[src/rtl/booth_ln_series.sv]
// ln(1+x) by alternating Taylor series, using one shared sequential radix-2 Booth multiplier.
// Optional define LN_ROUND_EN: round half up on power truncation and term scaling instead of truncating.
module booth_ln_series #(
  parameter int N_TERMS = 8
) (
  input  logic        clk,
  input  logic        rst_n,
  input  logic        start,
  input  logic [15:0] x_in,
  output logic        busy,
  output logic        done,
  output logic [31:0] ln_out
);

  typedef enum logic [2:0] {IDLE, MUL_POW, MUL_TERM, ACC, DONE} state_t;

`ifdef LN_ROUND_EN
  localparam logic        POW_RND  = 1'b1;
  localparam logic [31:0] TERM_RND = 32'h0000_2000;
`else
  localparam logic        POW_RND  = 1'b0;
  localparam logic [31:0] TERM_RND = 32'h0000_0000;
`endif

  function automatic logic [15:0] recip(input logic [4:0] n);
    case (n)
      5'd2:    return 16'h4000;
      5'd3:    return 16'h2AAB;
      5'd4:    return 16'h2000;
      5'd5:    return 16'h199A;
      5'd6:    return 16'h1555;
      5'd7:    return 16'h1249;
      5'd8:    return 16'h1000;
      5'd9:    return 16'h0E39;
      5'd10:   return 16'h0CCD;
      5'd11:   return 16'h0BA3;
      5'd12:   return 16'h0AAB;
      5'd13:   return 16'h09D9;
      5'd14:   return 16'h0925;
      5'd15:   return 16'h0889;
      5'd16:   return 16'h0800;
      default: return 16'h0000;
    endcase
  endfunction

  state_t      state_q, state_d;
  logic [15:0] p_q, p_d, xr_q, xr_d, q_q, q_d, m_q, m_d;
  logic [31:0] acc_q, acc_d, t_q, t_d, ln_out_q, ln_out_d;
  logic [16:0] a_q, a_d;
  logic [4:0]  n_q, n_d, cnt_q, cnt_d;
  logic        q1_q, q1_d, busy_q, busy_d, done_q, done_d;

  logic [16:0] m_ext, a_sum, a_sh, pow_wide;
  logic [15:0] q_sh, pow_next;
  logic [31:0] prod, t_sh;

  // One Booth step: add/sub on {Q0,Q-1}, then arithmetic shift of {A,Q,Q-1}.
  always_comb begin
    m_ext = {m_q[15], m_q};
    case ({q_q[0], q1_q})
      2'b01:   a_sum = a_q + m_ext;
      2'b10:   a_sum = a_q - m_ext;
      default: a_sum = a_q;
    endcase
    a_sh = {a_sum[16], a_sum[16:1]};
    q_sh = {a_sum[0], q_q[15:1]};
    prod = {a_sh[15:0], q_sh};
    pow_wide = prod[31:15] + {16'd0, POW_RND & prod[14]};
    if (pow_wide[16] != pow_wide[15]) pow_next = pow_wide[16] ? 16'h8000 : 16'h7FFF;
    else                              pow_next = pow_wide[15:0];
    t_sh = $signed(t_q + TERM_RND) >>> 14;
  end

  always_comb begin
    state_d  = state_q;
    p_d      = p_q;
    xr_d     = xr_q;
    q_d      = q_q;
    m_d      = m_q;
    acc_d    = acc_q;
    t_d      = t_q;
    ln_out_d = ln_out_q;
    a_d      = a_q;
    n_d      = n_q;
    cnt_d    = cnt_q;
    q1_d     = q1_q;
    busy_d   = busy_q;
    done_d   = 1'b0;
    case (state_q)
      IDLE: begin
        if (start) begin
          p_d     = x_in;
          xr_d    = x_in;
          acc_d   = {{15{x_in[15]}}, x_in, 1'b0};
          n_d     = 5'd2;
          busy_d  = 1'b1;
          state_d = (N_TERMS == 1) ? DONE : MUL_POW;
        end
      end
      MUL_POW, MUL_TERM: begin
        // cnt==0 marks the setup cycle on entry to either multiply state.
        if (cnt_q == 5'd0) begin
          a_d   = 17'd0;
          q1_d  = 1'b0;
          q_d   = p_q;
          m_d   = (state_q == MUL_POW) ? xr_q : recip(n_q);
          cnt_d = 5'd16;
        end else begin
          a_d   = a_sh;
          q_d   = q_sh;
          q1_d  = q_q[0];
          cnt_d = cnt_q - 5'd1;
          if (cnt_q == 5'd1) begin
            if (state_q == MUL_POW) begin
              p_d     = pow_next;
              state_d = MUL_TERM;
            end else begin
              t_d     = prod;
              state_d = ACC;
            end
          end
        end
      end
      ACC: begin
        acc_d   = n_q[0] ? acc_q + t_sh : acc_q - t_sh;
        n_d     = n_q + 5'd1;
        state_d = (n_q == 5'(N_TERMS)) ? DONE : MUL_POW;
      end
      DONE: begin
        ln_out_d = acc_q;
        done_d   = 1'b1;
        busy_d   = 1'b0;
        state_d  = IDLE;
      end
      default: state_d = IDLE;
    endcase
  end

  always_ff @(posedge clk or negedge rst_n) begin
    if (!rst_n) begin
      state_q  <= IDLE;
      p_q      <= '0;
      xr_q     <= '0;
      q_q      <= '0;
      m_q      <= '0;
      acc_q    <= '0;
      t_q      <= '0;
      ln_out_q <= '0;
      a_q      <= '0;
      n_q      <= '0;
      cnt_q    <= '0;
      q1_q     <= 1'b0;
      busy_q   <= 1'b0;
      done_q   <= 1'b0;
    end else begin
      state_q  <= state_d;
      p_q      <= p_d;
      xr_q     <= xr_d;
      q_q      <= q_d;
      m_q      <= m_d;
      acc_q    <= acc_d;
      t_q      <= t_d;
      ln_out_q <= ln_out_d;
      a_q      <= a_d;
      n_q      <= n_d;
      cnt_q    <= cnt_d;
      q1_q     <= q1_d;
      busy_q   <= busy_d;
      done_q   <= done_d;
    end
  end

  assign busy   = busy_q;
  assign done   = done_q;
  assign ln_out = ln_out_q;

endmodule

[config.mk]
export PLATFORM = sky130hd
export DESIGN_NAME = booth_ln_series
export DESIGN_NICKNAME = d
export VERILOG_FILES = /design/src/rtl/booth_ln_series.sv
export SDC_FILE = /design/constraint.sdc
export NUM_CORES = 1
export LEC_CHECK = 0
export CORE_UTILIZATION = 55
export DETAILED_ROUTE_END_ITERATION = 8
export GPL_TIMING_DRIVEN = 0
export PLACE_DENSITY = 0.85
export SYNTH_ARGS = -nofsm -noshare
export SYNTH_HDL_FRONTEND = slang
export SYNTH_SLANG_ARGS = --single-unit
[constraint.sdc]
create_clock -name clk -period 4.5 [get_ports clk]
set_clock_uncertainty 0.05 [all_clocks]
set_input_delay 0.45 -clock clk [delete_from_list [all_inputs] [get_ports clk]]
set_output_delay 0.45 -clock clk [all_outputs]
set_load 0.1 [all_outputs]
==> reports/summary.txt, run 1 <==
status: completed
Avg WL per Cell: 19.5 um
critical path class: register to register
Slew Viols, Final: 0
Reg-to-Reg Start: t_q[24]
core outline area: 19,500 um^2
share of the yosys chip area belonging to registers: 40.8%
syn_nets: 1,304
Final ANT Viol Nets: 0
cts bufs inserted: 17
worst slew pin tran: 1.11 ns
die area: 20,400 um^2
FF-to-FF End: acc_q[27]
via/cell ratio: 6.17
largest family of logic cells by synthesized area: compound AO/OA/AOI/OAI gates
xor and xnor area share after synthesis: 5.54%
crit path from: t_q[24]
hold depth: 2
YS warnings: 0
Post-synth EDFFs: 0
Hold Crit Class: register to register
number of antenna diodes: 0
Post-Syn Area: 10,900 um^2
Post-Synth Simple-Gate Area: 16.6%
cell taking the most area after synthesis: dfrtp_1
final setup violation count: 0
reg2reg setup slack: 0.14 ns
residual DRC count: 0
Final Util: 64.8%
Clock Sinks: 178
startpoint types: register
Rel. slew slack: 25.5%
first-pass GRT wire length: 48.4 mm
DRT iter0 DRCs: 1,084
Worst Reg2Reg Path Length in Cells: 15
hold path start: q_q[5]
worst vdd ir: 0.447 mV
DRT Wirelength: 30.8 mm
final hold vios: 0
Placer Congestion: 0.991
nets@finish: 1,381
Pleak: 5.61 nW
placed wire-length estimate: 22.1 mm
minimum clock period: 4.36 ns
Post-synth ARST share: 100%
via count: 9,734
Clock transition at path regs: 0.08 ns
arrival time at the worst endpoint: 4.62 ns
Adder-Cell Fraction of Synth Area: 7.25%
Worst Path Required: 4.76 ns
Area Growth Syn to Fin: 15.5%
Synth top cells by count: nand2_1, dfrtp_1, o21ai_0, a21oi_1, nor2_1
mux contribution to synthesized area: 6.25%
Max Cap Violations: 0
Die H: 143 um
TNS Setup: 0 ns
TritonRoute pass-1 iters: 6
Yosys cell types: 66
count of state elements after synthesis: 178
I/O pin count: 53
placed standard-cell area: 11,800 um^2
PwrDens: 776 nW/um^2
top-area cell type share of the netlist area: 40.8%
final critical-path share of the clock period: 96.9%
Max FO, Critical Path: 7
Clock Latency Late Sink: 0.45 ns
Critical Path Sink Type: register
FP Rows: 51
RSZ-0062 raised after global routing: yes
Congestion Overflow GR: 0
largest net degree at the start of global routing: 122
Min Hold Slack: 0.440 ns
Synth Area in Compound Gates: 20.2%
Post-Syn Area per Cell: 8.92 um^2
H-tree depth: 4
Initial Utilization: 56.0%
CTS root buf: clkbuf_16
share of layout cells above drive strength 1: 9.29%
total track usage: 31.3%
Max Clk Rate: 229 MHz
vias in the first global route: 9,162
hold endpoint: q_q[5]
prevailing post-synth register cell: dfrtp_1
Mapped Cells: 1,223
CTS tree: done
top cells by area, synth: dfrtp_1, ha_1, nand2_1
clock buffer depth: 2
initial antenna violation count: 1
PortBufs: 52
count leader, synth: nand2_1
die width: 143 um
cell area after layout: 12,600 um^2
[routing by layer]
| metal | track usage, % | vias to the layer above | share of wire, % |
|---|---|---|---|
| li1 | - | 4492 | - |
| met1 | 40.4 | 4719 | 42 |
| met2 | 48.8 | 430 | 46 |
| met3 | 8.08 | 93 | 8.1 |
| met4 | 15.4 | 0 | 4.5 |
| met5 | 0 | - | 0 |
[cell families after synthesis]
kind of cell	Yosys count
AND/OR/NAND/NOR	394
flip-flops	178
XOR/XNOR	69
multiplexers	63
AO/OA/AOI/OAI	362
buffers and inverters	95
adder cells (fa/ha/maj)	62
[cell usage in the layout, fill, tap and decap left out, drive strengths merged, types with 8 or more instances in the layout]
cell,instances
nor2,77
nand2b,12
clkbuf,73
nand2,200
a21oi,94
a211oi,16
o211ai,9
nand3,22
nor2b,9
buf,16
o21ai,121
mux2,41
ha,60
a31oi,21
nor3,20
dfrtp,178
clkdlybuf4s50,51
xnor2,44
a21o,32
clkinv,8
o21a,9
a22o,8
mux2i,22
xor2,25
inv,35
and2,9
a22oi,13
or3,8
[cell type report]
cell class              instances  area [um^2]
clock buffers                  17          425
flip-flops and latches        178         4460
inverters                      29          113
multi-input cells             950         6240
repair buffers                 58          593
plain buffers                  66          262
fillers                      1517         6860
well taps                     265          332
clock inverters                15          185
[metrics by stage]
stage               total power (W)  instances  setup WS, ns
floorplan                   0.00647       1223         0.417
global placement            0.00761       1540         -4.31
detailed placement          0.00775       1541        -0.384
CTS                         0.00941       1574       0.00661
global route                 0.0104       1578       -0.0323
finish                      0.00978       1578         0.140
[report_power, final]
part,switching [W],total (W),internal (W),leakage (nW)
logic,0.00340,0.00578,0.00238,3.07
registers,0.000430,0.00248,0.00205,2.24
clock network,0.000764,0.00152,0.000758,0.296
total,0.00460,0.00978,0.00518,5.61
[how the worst max path moves through the flow]
| stage | to |
|---|---|
| floorplan | acc_q[27] |
| global placement | acc_q[23] |
| detailed placement | p_q[11] |
| CTS | p_q[11] |
| global route | p_q[11] |
| finish | acc_q[27] |
[registers in the layout, summed over array words and instances (netlist names)]
name,count
a_q,16
acc_q,32
busy,1
cnt_q,5
done,1
ln_out,32
m_q,16
n_q,5
p_q,16
q1_q,1
q_q,16
state_q,3
t_q,18
xr_q,16
[what timing repair did]
action / 4_1_cts / 5_1_grt
pin swaps: 0 / 4
endpoints found under the hold margin: 57 / 0
setup endpoints to repair: 19 / 24
resized for setup: 9 / 26
setup buffers: 0 / 4
hold buffers: 1 / 0
[worst max-delay path, cell delays in order, from the launching register on]
cell       delay (ns)
dfrtp_2          0.45
or4_4            0.54
nor3_4           0.19
nor3b_4          0.33
a21oi_4          0.14
mux2_2           0.30
ha_2             0.31
o21a_1           0.20
o211ai_2         0.17
o21ai_0          0.11
a21o_1           0.17
a221o_1          0.38
a2111oi_4        0.43
o21bai_4         0.20
xor2_1           0.15
o21ai_0          0.09
No activity file was read; power rests on OpenSTA's default activity.
==> run 2, diff against run 1 <==
PLACE_DENSITY = 0.81   (was 0.85)
clock period = 5.52 ns   (was 4.5 ns; I/O delays follow)
==> run 2 against run 1 <==
The run now ends with hold timing left. Sequential cell count is the same. Utilization shrank 1.3 points. Critical path depth is the same. Final cell count shrank 0.32%. Combinational power shrank 22%. Clock-buffer cell count grew 1. Global-route usage shrank 0.060 points. Die area is the same. Clock power shrank 24%. Largest cell class unchanged.
==> reports/summary.txt, run 2 (synthesis gave the netlist of run 1 again) <==
Area Growth Syn to Fin: 13.2%
status: finished, violations left
nets@finish: 1,376
Critical Path Sink Type: register
Max Cap Violations: 0
total power: 0.00763 W
total track usage: 31.2%
I/O pin count: 53
P_int: 0.00408 W
Die H: 143 um
Pleak: 5.51 nW
placed wire-length estimate: 22.3 mm
startpoint types: register
postcts setup bufs: 0
register share of total power: 26.1%
area of the multi-input gates: 6100 um^2
fillers: 1,625
switch share: 46.5%
TritonRoute pass-1 iters: 5
Avg WL per Cell: 19.1 um
PortBufs: 52
minimum clock period: 5.14 ns
core outline area: 19,500 um^2
Worst Reg2Reg Path Length in Cells: 15
Final ANT Viol Nets: 0
initial antenna violation count: 0
Switch Pwr: 0.00355 W
Clock Latency Late Sink: 0.44 ns
via/cell ratio: 6.15
Max Clk Rate: 194 MHz
worst slew pin tran: 1.24 ns
via count: 9,673
FP Rows: 51
clock network power share: 15.1%
DRT iter0 DRCs: 955
first-pass GRT wire length: 48.3 mm
arrival time at the worst endpoint: 5.40 ns
final setup violation count: 0
CTS root buf: clkbuf_16
FF-to-FF End: p_q[11]
die width: 143 um
Comb pwr share: 58.8%
PwrDens: 618 nW/um^2
Initial Utilization: 56.0%
Congestion Overflow GR: 0
H-tree depth: 4
Clock transition at path regs: 0.07 ns
share of layout cells above drive strength 1: 7.57%
residual DRC count: 0
clock buffer depth: 2
Rel. slew slack: 16.7%
DRT Wirelength: 30.0 mm
Clock Sinks: 178
Max FO, Critical Path: 10
Slew Viols, Final: 0
hold_buf cts: 0
register area: 4450 um^2
die area: 20,400 um^2
Placer Congestion: 0.941
Post-CTS Resized: 0
worst vdd ir: 0.345 mV
number of antenna diodes: 0
most frequent cells in the layout: nand2_1, dfrtp_1, o21ai_0, a21oi_1, nor2_1
Reg-to-Reg Start: q_q[0]
Final Util: 63.4%
failing checks: hold timing
final critical-path share of the clock period: 93.2%
final hold vios: 20
cts bufs inserted: 17
CTS tree: done
reg2reg setup slack: 0.38 ns
RSZ-0062 raised after global routing: no
Hold Crit Class: input port to async pin
largest net degree at the start of global routing: 124
Worst Path Required: 5.78 ns
vias in the first global route: 9,122
most common cell after layout, fill and taps aside: nand2_1
critical path class: register to register
Min Hold Slack: -0.0171 ns
[run 2: stage by stage]
step / setup slack, ns / setup TNS, ns / cell area (um^2) / cells
3_3_place_gp: -3.55 / -629.61 / 11800 / 1540
4_1_cts: 0.456 / 0 / 12300 / 1573
6_report: 0.378 / 0 / 12300 / 1573
3_5_place_dp: 0.525 / 0 / 11800 / 1541
2_1_floorplan: 1.44 / 0 / 10900 / 1223
5_1_grt: 0.0878 / 0 / 12300 / 1573
[run 2: area by class of cell]
cell class | instances | share of cell area [%]
inverters | 29 | 0.882
plain buffers | 66 | 2.05
multi-input cells | 950 | 49.4
clock inverters | 14 | 0.943
repair buffers | 53 | 4.48
flip-flops and latches | 178 | 36.1
clock buffers | 18 | 3.48
well taps | 265 | 2.69
[run 2: worst max-delay path by stage]
stage / startpoint / to / slack [ns] / cells past startpoint
2_1_floorplan: t_q[24] / acc_q[27] / 1.44 / 15
3_5_place_dp: q_q[0] / p_q[11] / 0.52 / 15
5_1_grt: q_q[0] / p_q[12] / 0.09 / 15
3_3_place_gp: rst_n / q_q[3] / -3.55 / 1
4_1_cts: q_q[0] / p_q[11] / 0.46 / 15
6_report: q_q[0] / p_q[11] / 0.38 / 15
[run 2: power by group through the flow]
stage | registers, W | logic (W) | clock network, W
after CTS | 0.00198 | 0.00438 | 0.00116
after detailed placement | 0.00201 | 0.00433 | 0
after global placement | 0.00200 | 0.00423 | 0
after global routing | 0.00203 | 0.00496 | 0.00122
after floorplan | 0.00189 | 0.00338 | 0
final | 0.00199 | 0.00449 | 0.00115
[run 2: layer usage]
| metal | vias up | track usage (%) | share of wire (%) |
|---|---|---|---|
| met5 | - | 0 | 0 |
| met4 | 0 | 14.3 | 3.6 |
| met3 | 86 | 5.23 | 7.5 |
| met2 | 401 | 48.7 | 45 |
| met1 | 4703 | 42.7 | 44 |
| li1 | 4483 | - | - |
[run 2: worst max-delay path, stage by stage (launching register included)]
cell,delay [ns]
dfrtp_1,0.45
ha_1,0.22
clkbuf_1,0.30
clkbuf_1,0.43
mux2i_1,0.38
ha_1,0.29
nor2b_1,0.15
o31a_1,0.33
o211ai_1,0.28
nand2_1,0.14
o311ai_1,0.46
a21boi_1,0.76
a21oi_2,0.20
buf_2,0.25
a22oi_1,0.21
a21oi_1,0.10
